--- src/rtl/vga_pkg.sv ---
// Shared VGA timing defaults, object category codes and the 12-bit palette.
package vga_pkg;

    localparam logic [9:0] H_VISIBLE_DEF = 10'd640;
    localparam logic [9:0] H_FRONT_DEF   = 10'd16;
    localparam logic [9:0] H_SYNC_DEF    = 10'd96;
    localparam logic [9:0] H_BACK_DEF    = 10'd48;
    localparam logic [9:0] V_VISIBLE_DEF = 10'd480;
    localparam logic [9:0] V_FRONT_DEF   = 10'd10;
    localparam logic [9:0] V_SYNC_DEF    = 10'd2;
    localparam logic [9:0] V_BACK_DEF    = 10'd33;

    typedef enum logic [3:0] {
        NONE   = 4'd0,
        WALL   = 4'd1,
        TANK   = 4'd2,
        BULLET = 4'd3
    } category_t;

    localparam logic [11:0] COL_NONE   = 12'h000;
    localparam logic [11:0] COL_WALL   = 12'h888;
    localparam logic [11:0] COL_TANK   = 12'h0F0;
    localparam logic [11:0] COL_BULLET = 12'hF00;
    localparam logic [11:0] COL_OTHER  = 12'hF0F;

endpackage

--- src/rtl/vga_if.sv ---
// Pixel bus between the renderer (master) and the game loop / display side (slave).
interface vga_if;

    logic [3:0] category;
    logic [9:0] pixel_x;
    logic [9:0] pixel_y;
    logic       hsync;
    logic       vsync;
    logic [3:0] vga_r;
    logic [3:0] vga_g;
    logic [3:0] vga_b;
    logic       frame_start;

    modport master (
        input  category,
        output pixel_x, pixel_y, hsync, vsync, vga_r, vga_g, vga_b, frame_start
    );

    modport slave (
        output category,
        input  pixel_x, pixel_y, hsync, vsync, vga_r, vga_g, vga_b, frame_start
    );

endinterface

--- src/rtl/vga_timing.sv ---
// Pixel phase, h/v raster counters and combinational sync / video_on decode.
module vga_timing import vga_pkg::*; #(
    parameter logic [9:0] H_VISIBLE = H_VISIBLE_DEF,
    parameter logic [9:0] H_FRONT   = H_FRONT_DEF,
    parameter logic [9:0] H_SYNC    = H_SYNC_DEF,
    parameter logic [9:0] H_BACK    = H_BACK_DEF,
    parameter logic [9:0] V_VISIBLE = V_VISIBLE_DEF,
    parameter logic [9:0] V_FRONT   = V_FRONT_DEF,
    parameter logic [9:0] V_SYNC    = V_SYNC_DEF,
    parameter logic [9:0] V_BACK    = V_BACK_DEF
) (
    input  logic       clk_100mhz,
    input  logic       rst,
    output logic [1:0] ph,
    output logic [9:0] h,
    output logic [9:0] v,
    output logic       hsync,
    output logic       vsync,
    output logic       video_on
);

    localparam logic [9:0] H_TOTAL      = H_VISIBLE + H_FRONT + H_SYNC + H_BACK;
    localparam logic [9:0] V_TOTAL      = V_VISIBLE + V_FRONT + V_SYNC + V_BACK;
    localparam logic [9:0] H_SYNC_START = H_VISIBLE + H_FRONT;
    localparam logic [9:0] H_SYNC_END   = H_SYNC_START + H_SYNC;
    localparam logic [9:0] V_SYNC_START = V_VISIBLE + V_FRONT;
    localparam logic [9:0] V_SYNC_END   = V_SYNC_START + V_SYNC;

    // Four clocks per pixel; counters step on the last phase so new
    // coordinates land together with ph==0.
    always_ff @(posedge clk_100mhz) begin
        if (rst) begin
            ph <= 2'd0;
            h  <= 10'd0;
            v  <= 10'd0;
        end else begin
            ph <= ph + 2'd1;
            if (ph == 2'd3) begin
                if (h == H_TOTAL - 10'd1) begin
                    h <= 10'd0;
                    v <= (v == V_TOTAL - 10'd1) ? 10'd0 : v + 10'd1;
                end else begin
                    h <= h + 10'd1;
                end
            end
        end
    end

    assign hsync    = !((h >= H_SYNC_START) && (h < H_SYNC_END));
    assign vsync    = !((v >= V_SYNC_START) && (v < V_SYNC_END));
    assign video_on = (h < H_VISIBLE) && (v < V_VISIBLE);

endmodule

--- src/rtl/vga_render.sv ---
// VGA renderer: raster timing plus category-to-colour mapping aligned two clocks behind the coordinates.
module vga_render import vga_pkg::*; #(
    parameter logic [9:0] H_VISIBLE = H_VISIBLE_DEF,
    parameter logic [9:0] H_FRONT   = H_FRONT_DEF,
    parameter logic [9:0] H_SYNC    = H_SYNC_DEF,
    parameter logic [9:0] H_BACK    = H_BACK_DEF,
    parameter logic [9:0] V_VISIBLE = V_VISIBLE_DEF,
    parameter logic [9:0] V_FRONT   = V_FRONT_DEF,
    parameter logic [9:0] V_SYNC    = V_SYNC_DEF,
    parameter logic [9:0] V_BACK    = V_BACK_DEF
) (
    input  logic   clk_100mhz,
    input  logic   rst,
    vga_if.master  vga
);

    logic [1:0]  ph;
    logic [9:0]  h;
    logic [9:0]  v;
    logic        hsync_p0;
    logic        vsync_p0;
    logic        video_on_p0;
    logic [11:0] rgb_p1;
    logic        hsync_p1;
    logic        vsync_p1;

    function automatic logic [11:0] cat_colour(input logic [3:0] cat);
        case (cat)
            NONE:    return COL_NONE;
            WALL:    return COL_WALL;
            TANK:    return COL_TANK;
            BULLET:  return COL_BULLET;
            default: return COL_OTHER;
        endcase
    endfunction

    vga_timing #(
        .H_VISIBLE (H_VISIBLE),
        .H_FRONT   (H_FRONT),
        .H_SYNC    (H_SYNC),
        .H_BACK    (H_BACK),
        .V_VISIBLE (V_VISIBLE),
        .V_FRONT   (V_FRONT),
        .V_SYNC    (V_SYNC),
        .V_BACK    (V_BACK)
    ) u_timing (
        .clk_100mhz (clk_100mhz),
        .rst        (rst),
        .ph         (ph),
        .h          (h),
        .v          (v),
        .hsync      (hsync_p0),
        .vsync      (vsync_p0),
        .video_on   (video_on_p0)
    );

    // p0 -> p1: capture on the edge that opens ph==2, one clock after the
    // game loop's registered category settles for these coordinates.
    always_ff @(posedge clk_100mhz) begin
        if (rst) begin
            rgb_p1   <= COL_NONE;
            hsync_p1 <= 1'b1;
            vsync_p1 <= 1'b1;
        end else if (ph == 2'd1) begin
            rgb_p1   <= video_on_p0 ? cat_colour(vga.category) : COL_NONE;
            hsync_p1 <= hsync_p0;
            vsync_p1 <= vsync_p0;
        end
    end

    assign vga.pixel_x     = h;
    assign vga.pixel_y     = v;
    assign vga.hsync       = hsync_p1;
    assign vga.vsync       = vsync_p1;
    assign vga.vga_r       = rgb_p1[11:8];
    assign vga.vga_g       = rgb_p1[7:4];
    assign vga.vga_b       = rgb_p1[3:0];
    // Gated by rst so the pulse lands in the first clock after release.
    assign vga.frame_start = (ph == 2'd0) && (h == 10'd0) && (v == 10'd0) && !rst;

endmodule

--- src/flat_wrapper.sv ---
// flat-port wrapper written by rule: the top's interface ports become plain ports
module vga_render_flat import vga_pkg::*;
#(
    parameter logic [9:0] H_VISIBLE = H_VISIBLE_DEF,
    parameter logic [9:0] H_FRONT   = H_FRONT_DEF,
    parameter logic [9:0] H_SYNC    = H_SYNC_DEF,
    parameter logic [9:0] H_BACK    = H_BACK_DEF,
    parameter logic [9:0] V_VISIBLE = V_VISIBLE_DEF,
    parameter logic [9:0] V_FRONT   = V_FRONT_DEF,
    parameter logic [9:0] V_SYNC    = V_SYNC_DEF,
    parameter logic [9:0] V_BACK    = V_BACK_DEF
)
  (clk_100mhz, rst, vga_category, vga_pixel_x, vga_pixel_y, vga_hsync, vga_vsync, vga_vga_r, vga_vga_g, vga_vga_b, vga_frame_start);
  vga_if vga_i ();
  input  logic clk_100mhz;
  input  logic rst;
  input wire logic [$bits(vga_i.category)-1:0] vga_category;
  output wire logic [$bits(vga_i.pixel_x)-1:0] vga_pixel_x;
  output wire logic [$bits(vga_i.pixel_y)-1:0] vga_pixel_y;
  output wire logic [$bits(vga_i.hsync)-1:0] vga_hsync;
  output wire logic [$bits(vga_i.vsync)-1:0] vga_vsync;
  output wire logic [$bits(vga_i.vga_r)-1:0] vga_vga_r;
  output wire logic [$bits(vga_i.vga_g)-1:0] vga_vga_g;
  output wire logic [$bits(vga_i.vga_b)-1:0] vga_vga_b;
  output wire logic [$bits(vga_i.frame_start)-1:0] vga_frame_start;
  assign vga_i.category = vga_category;
  assign vga_pixel_x = vga_i.pixel_x;
  assign vga_pixel_y = vga_i.pixel_y;
  assign vga_hsync = vga_i.hsync;
  assign vga_vsync = vga_i.vsync;
  assign vga_vga_r = vga_i.vga_r;
  assign vga_vga_g = vga_i.vga_g;
  assign vga_vga_b = vga_i.vga_b;
  assign vga_frame_start = vga_i.frame_start;
  vga_render #(.H_VISIBLE(H_VISIBLE), .H_FRONT(H_FRONT), .H_SYNC(H_SYNC), .H_BACK(H_BACK), .V_VISIBLE(V_VISIBLE), .V_FRONT(V_FRONT), .V_SYNC(V_SYNC), .V_BACK(V_BACK)) u_core (.clk_100mhz(clk_100mhz), .rst(rst), .vga(vga_i));
endmodule
--- config.mk ---
export PLATFORM = sky130hd
export DESIGN_NAME = vga_render_flat
export DESIGN_NICKNAME = d
export VERILOG_FILES = /design/src/rtl/vga_pkg.sv /design/src/rtl/vga_if.sv /design/src/rtl/vga_timing.sv /design/src/rtl/vga_render.sv /design/src/flat_wrapper.sv
export SDC_FILE = /design/constraint.sdc
export NUM_CORES = 1
export LEC_CHECK = 0
export BUFFER_PORTS_ARGS = -buffer_cell sky130_fd_sc_hd__buf_2
export CORE_UTILIZATION = 52
export DETAILED_ROUTE_END_ITERATION = 8
export HOLD_SLACK_MARGIN = 0.06
export PLACE_DENSITY = 0.78
export RECOVER_POWER = 100
export SLEW_MARGIN = 40
export SYNTH_ARGS = -nofsm -noshare
export SYNTH_HDL_FRONTEND = slang
export SYNTH_SLANG_ARGS = --single-unit
--- constraint.sdc ---
create_clock -name clk_100mhz -period 2.15 [get_ports clk_100mhz]
set_input_delay 0.645 -clock clk_100mhz [delete_from_list [all_inputs] [get_ports clk_100mhz]]
set_output_delay 0.645 -clock clk_100mhz [all_outputs]
set_load 0.02 [all_outputs]
==> flow_summary.ini <==
[power]
p_leak_nw = 0.701
power.total_mw = 1.06
pwr-share-clk = 0.333
p_switching_uw = 282
p_sw_frac = 0.266
ir_drop_mv = 0.428
combPwrFrac = 0.119
pwr_density_cell_mw_per_mm2 = 572
power.internal_uw = 777
pwr-share-seq = 0.548

[clocking]
clockBufferDepth = 2
cts_tree = yes
htreeDepth = 2
cts_made_buffers = 5
clock-sinks = 30
clock_latency_ns = 0.33
cts-root-buf = clkbuf_4
path_clk_slew_ns = 0.10

[critical_path]
cp_slowest_stage_delay_ns = 0.34
path_class = reg2out
worstSetupStartpointType = flip-flop
crit_family = simple AND/OR/NAND/NOR gates
required_ns = 1.50
worstPathBufferInverterCount = 2
crit_fanout = 2
cp_data_arrival_time_ns = 1.54
critPathSlowestCell = dfxtp_2
end_kind = output port
cp_cell_sequence = inv_2, ha_4, nor4bb_4, nand4_1, nor2_1, buf_4

[grt]
grt_pass1_vias = 1248
track_usage = 0.221
grt_first_pass_wirelength_mm = 5.57
antenna_found_initial = 0
globalRouteOverflowTotal = 0
grt_max_degree = 25

[timing]
post-route-period-util = 1.02
tns_ns = -0.0371
max-slew-margin-rel = 0.335
final-setup-viol-count = 1
timing.hold.ws_ns = 0.474
layout_min_cycle_time_ns = 2.19
final_hold_viol_count = 0
clock_skew_ns = 0.00589
finalMaxSlewViolations = 0
max_freq_mhz = 457
worst_slack_ns = -0.0371
rsz0062_at_grt = true
worstMarginPinSlew_ns = 0.997

[logic_synthesis]
syn_area_per_cell_sq_um = 8.90
synth_top_cell_by_area = dfxtp_1
yosysWarnings = 0
ys_ff_latch = 30
seq_area_frac_synth = 0.383
syn_inst = 176
synth.distinct_cells = 40
synth_nets = 190
syn_area_sq_mm = 0.00157
synth.area.top_cells = dfxtp_1 (38%), ha_1 (6.4%), xor2_1 (4.5%)
synth_top_area_frac = 0.383

[floorplanning]
chipHeight_microns = 56.9
die_area_sq_mm = 0.00324
coreArea_sq_mm = 0.00281
rows = 19
die_x_microns = 56.9
initial_utilization = 0.558
ios = 41

[detailed_routing]
via_count = 1436
dr.pass1.iters = 6
drt-vias-per-instance = 5.72
drc_errors = 8
wl_per_cell_microns = 13.6
drtIter0Drc = 49
drt-total-wl_mm = 3.41
final_antenna_net_count = 0

[placement]
pre_cts_ws_ns = -0.0368
placed_area_sq_mm = 0.00177
port_buffers = 40
dp_hpwl_mm = 2.41
finalWeightedCongestion = 0.810

[finish]
synthToLayoutAreaGrowth_pct = 18.1
multi_input_area_sq_um = 897
nets = 233
final_area_sq_mm = 0.00185
final_common_cell = clkbuf_1
fill_cells = 264
drive_above_1_share = 0.186
final_cell_mix = clkbuf_1 (29), dfxtp_1 (25), nor2_1 (13), buf_2 (13), nand2_1 (12)
ff_latch_area_sq_um = 609
diodes = 0

[hold_path]
hp-class = reg2reg

[flow_run]
maxCapViolations = 0

[status]
outcome = complete, but fails checks
violations = DRC, setup timing
-- synth_stat cells --
library cell and number:
dfxtp_1 30, nor2_1 13, nand2_1 12, nand3_1 11, a21oi_1 10, nor3_1 9
ha_1 8, inv_1 8, xor2_1 8, o21ai_0 7, buf_4 6, and3_1 4
nand4_1 4, clkbuf_1 3, nand2b_1 3, nor4_1 3, o31ai_1 3, or4_1 3
xnor2_1 3, a22oi_1 2, a32oi_1 2, and4_1 2, nand4_4 2, nor2b_1 2
o21bai_1 2, or3_1 2, a31oi_1 1, and3_2 1, and4b_1 1, and4b_4 1
buf_2 1, buf_6 1, mux2i_1 1, nand4b_1 1, nor2_8 1, nor4b_1 1
nor4bb_1 1, o32ai_1 1, or3b_1 1, or4b_1 1
-- final cells by class --
class                      count  share of cell area
multi-input combinational    127               0.485
sequential                    30               0.329
tap                           31              0.0210
clock buffer                   7              0.0297
clock inverter                 1             0.00270
inverter                       8              0.0162
timing repair buffer          47               0.116
-- worst min-delay path: stages, from the launching register on --
cell     delay [ns]
dfxtp_1        0.32
nand2_1        0.06
a21oi_1        0.06
-- state kept, by name, indices dropped and copies added, names as in the netlist --
name,cells
u_core.u_timing.v,10
u_core.vga.vsync,1
u_core.u_timing.h,10
u_core.vga.hsync,1
u_core.rgb_p1,6
u_core.u_timing.ph,2
-- power by group through the flow --
stage               combinational [mW]  sequential (mW)  clock [mW]
floorplan                       0.0665            0.605           0
global placement                 0.112            0.591           0
detailed placement               0.114            0.592           0
CTS                              0.130            0.580       0.359
global route                     0.136            0.582       0.384
finish                           0.126            0.580       0.353
-- cells by family (layout without fill, tap and decap cells) --
kind of cell	Yosys count	after routing	share of synthesized area
muxes	1	1	0.00639
buffers and inverters	19	63	0.0655
DFF	30	30	0.383
xor gates and xnor gates	11	11	0.0615
adders and majority gates	8	8	0.0639
AOI/OAI and AO/OA	28	28	0.109
and+or+nand+nor	79	79	0.311
-- per-layer routing --
layer / vias to the layer above / share of wire / track usage
met3: 9 / 0.050 / 0.0530
met1: 666 / 0.45 / 0.269
met2: 43 / 0.47 / 0.360
met4: 0 / 0.023 / 0.115
li1: 718 / - / -
met5: - / 0 / 0
-- path summary, 6_finish.rpt --
path         slack [ns]  cells after the start                                 to                             start
max               -0.04                      6                    vga_frame_start  u_core.u_timing.ph[1]$_SDFF_PP0_
min                0.47                      2     u_core.rgb_p1[11]$_SDFFE_PP0N_    u_core.rgb_p1[11]$_SDFFE_PP0N_
max reg2reg        0.13                      7  u_core.u_timing.v[0]$_SDFFE_PP0P_  u_core.u_timing.ph[0]$_SDFF_PP0_
min reg2reg        0.47                      2     u_core.rgb_p1[11]$_SDFFE_PP0N_    u_core.rgb_p1[11]$_SDFFE_PP0N_
-- metrics by stage --
step	utilization	std cells
floorplan	-	176
global placement	0.631	241
detailed placement	0.631	241
CTS	0.672	251
global route	0.660	251
finish	0.660	251
-- repair_timing --
| item | 4_1_cts | 5_1_grt |
|---|---|---|
| hold buffers | 0 | 0 |
| gates resized for setup | 13 | 1 |
| buffers inserted | 2 | 0 |
| endpoints found under the setup margin | 1 | 1 |
| pin swaps | 3 | 0 |
| cloned | 0 | 0 |
No activity file was read; power rests on OpenSTA's default activity.
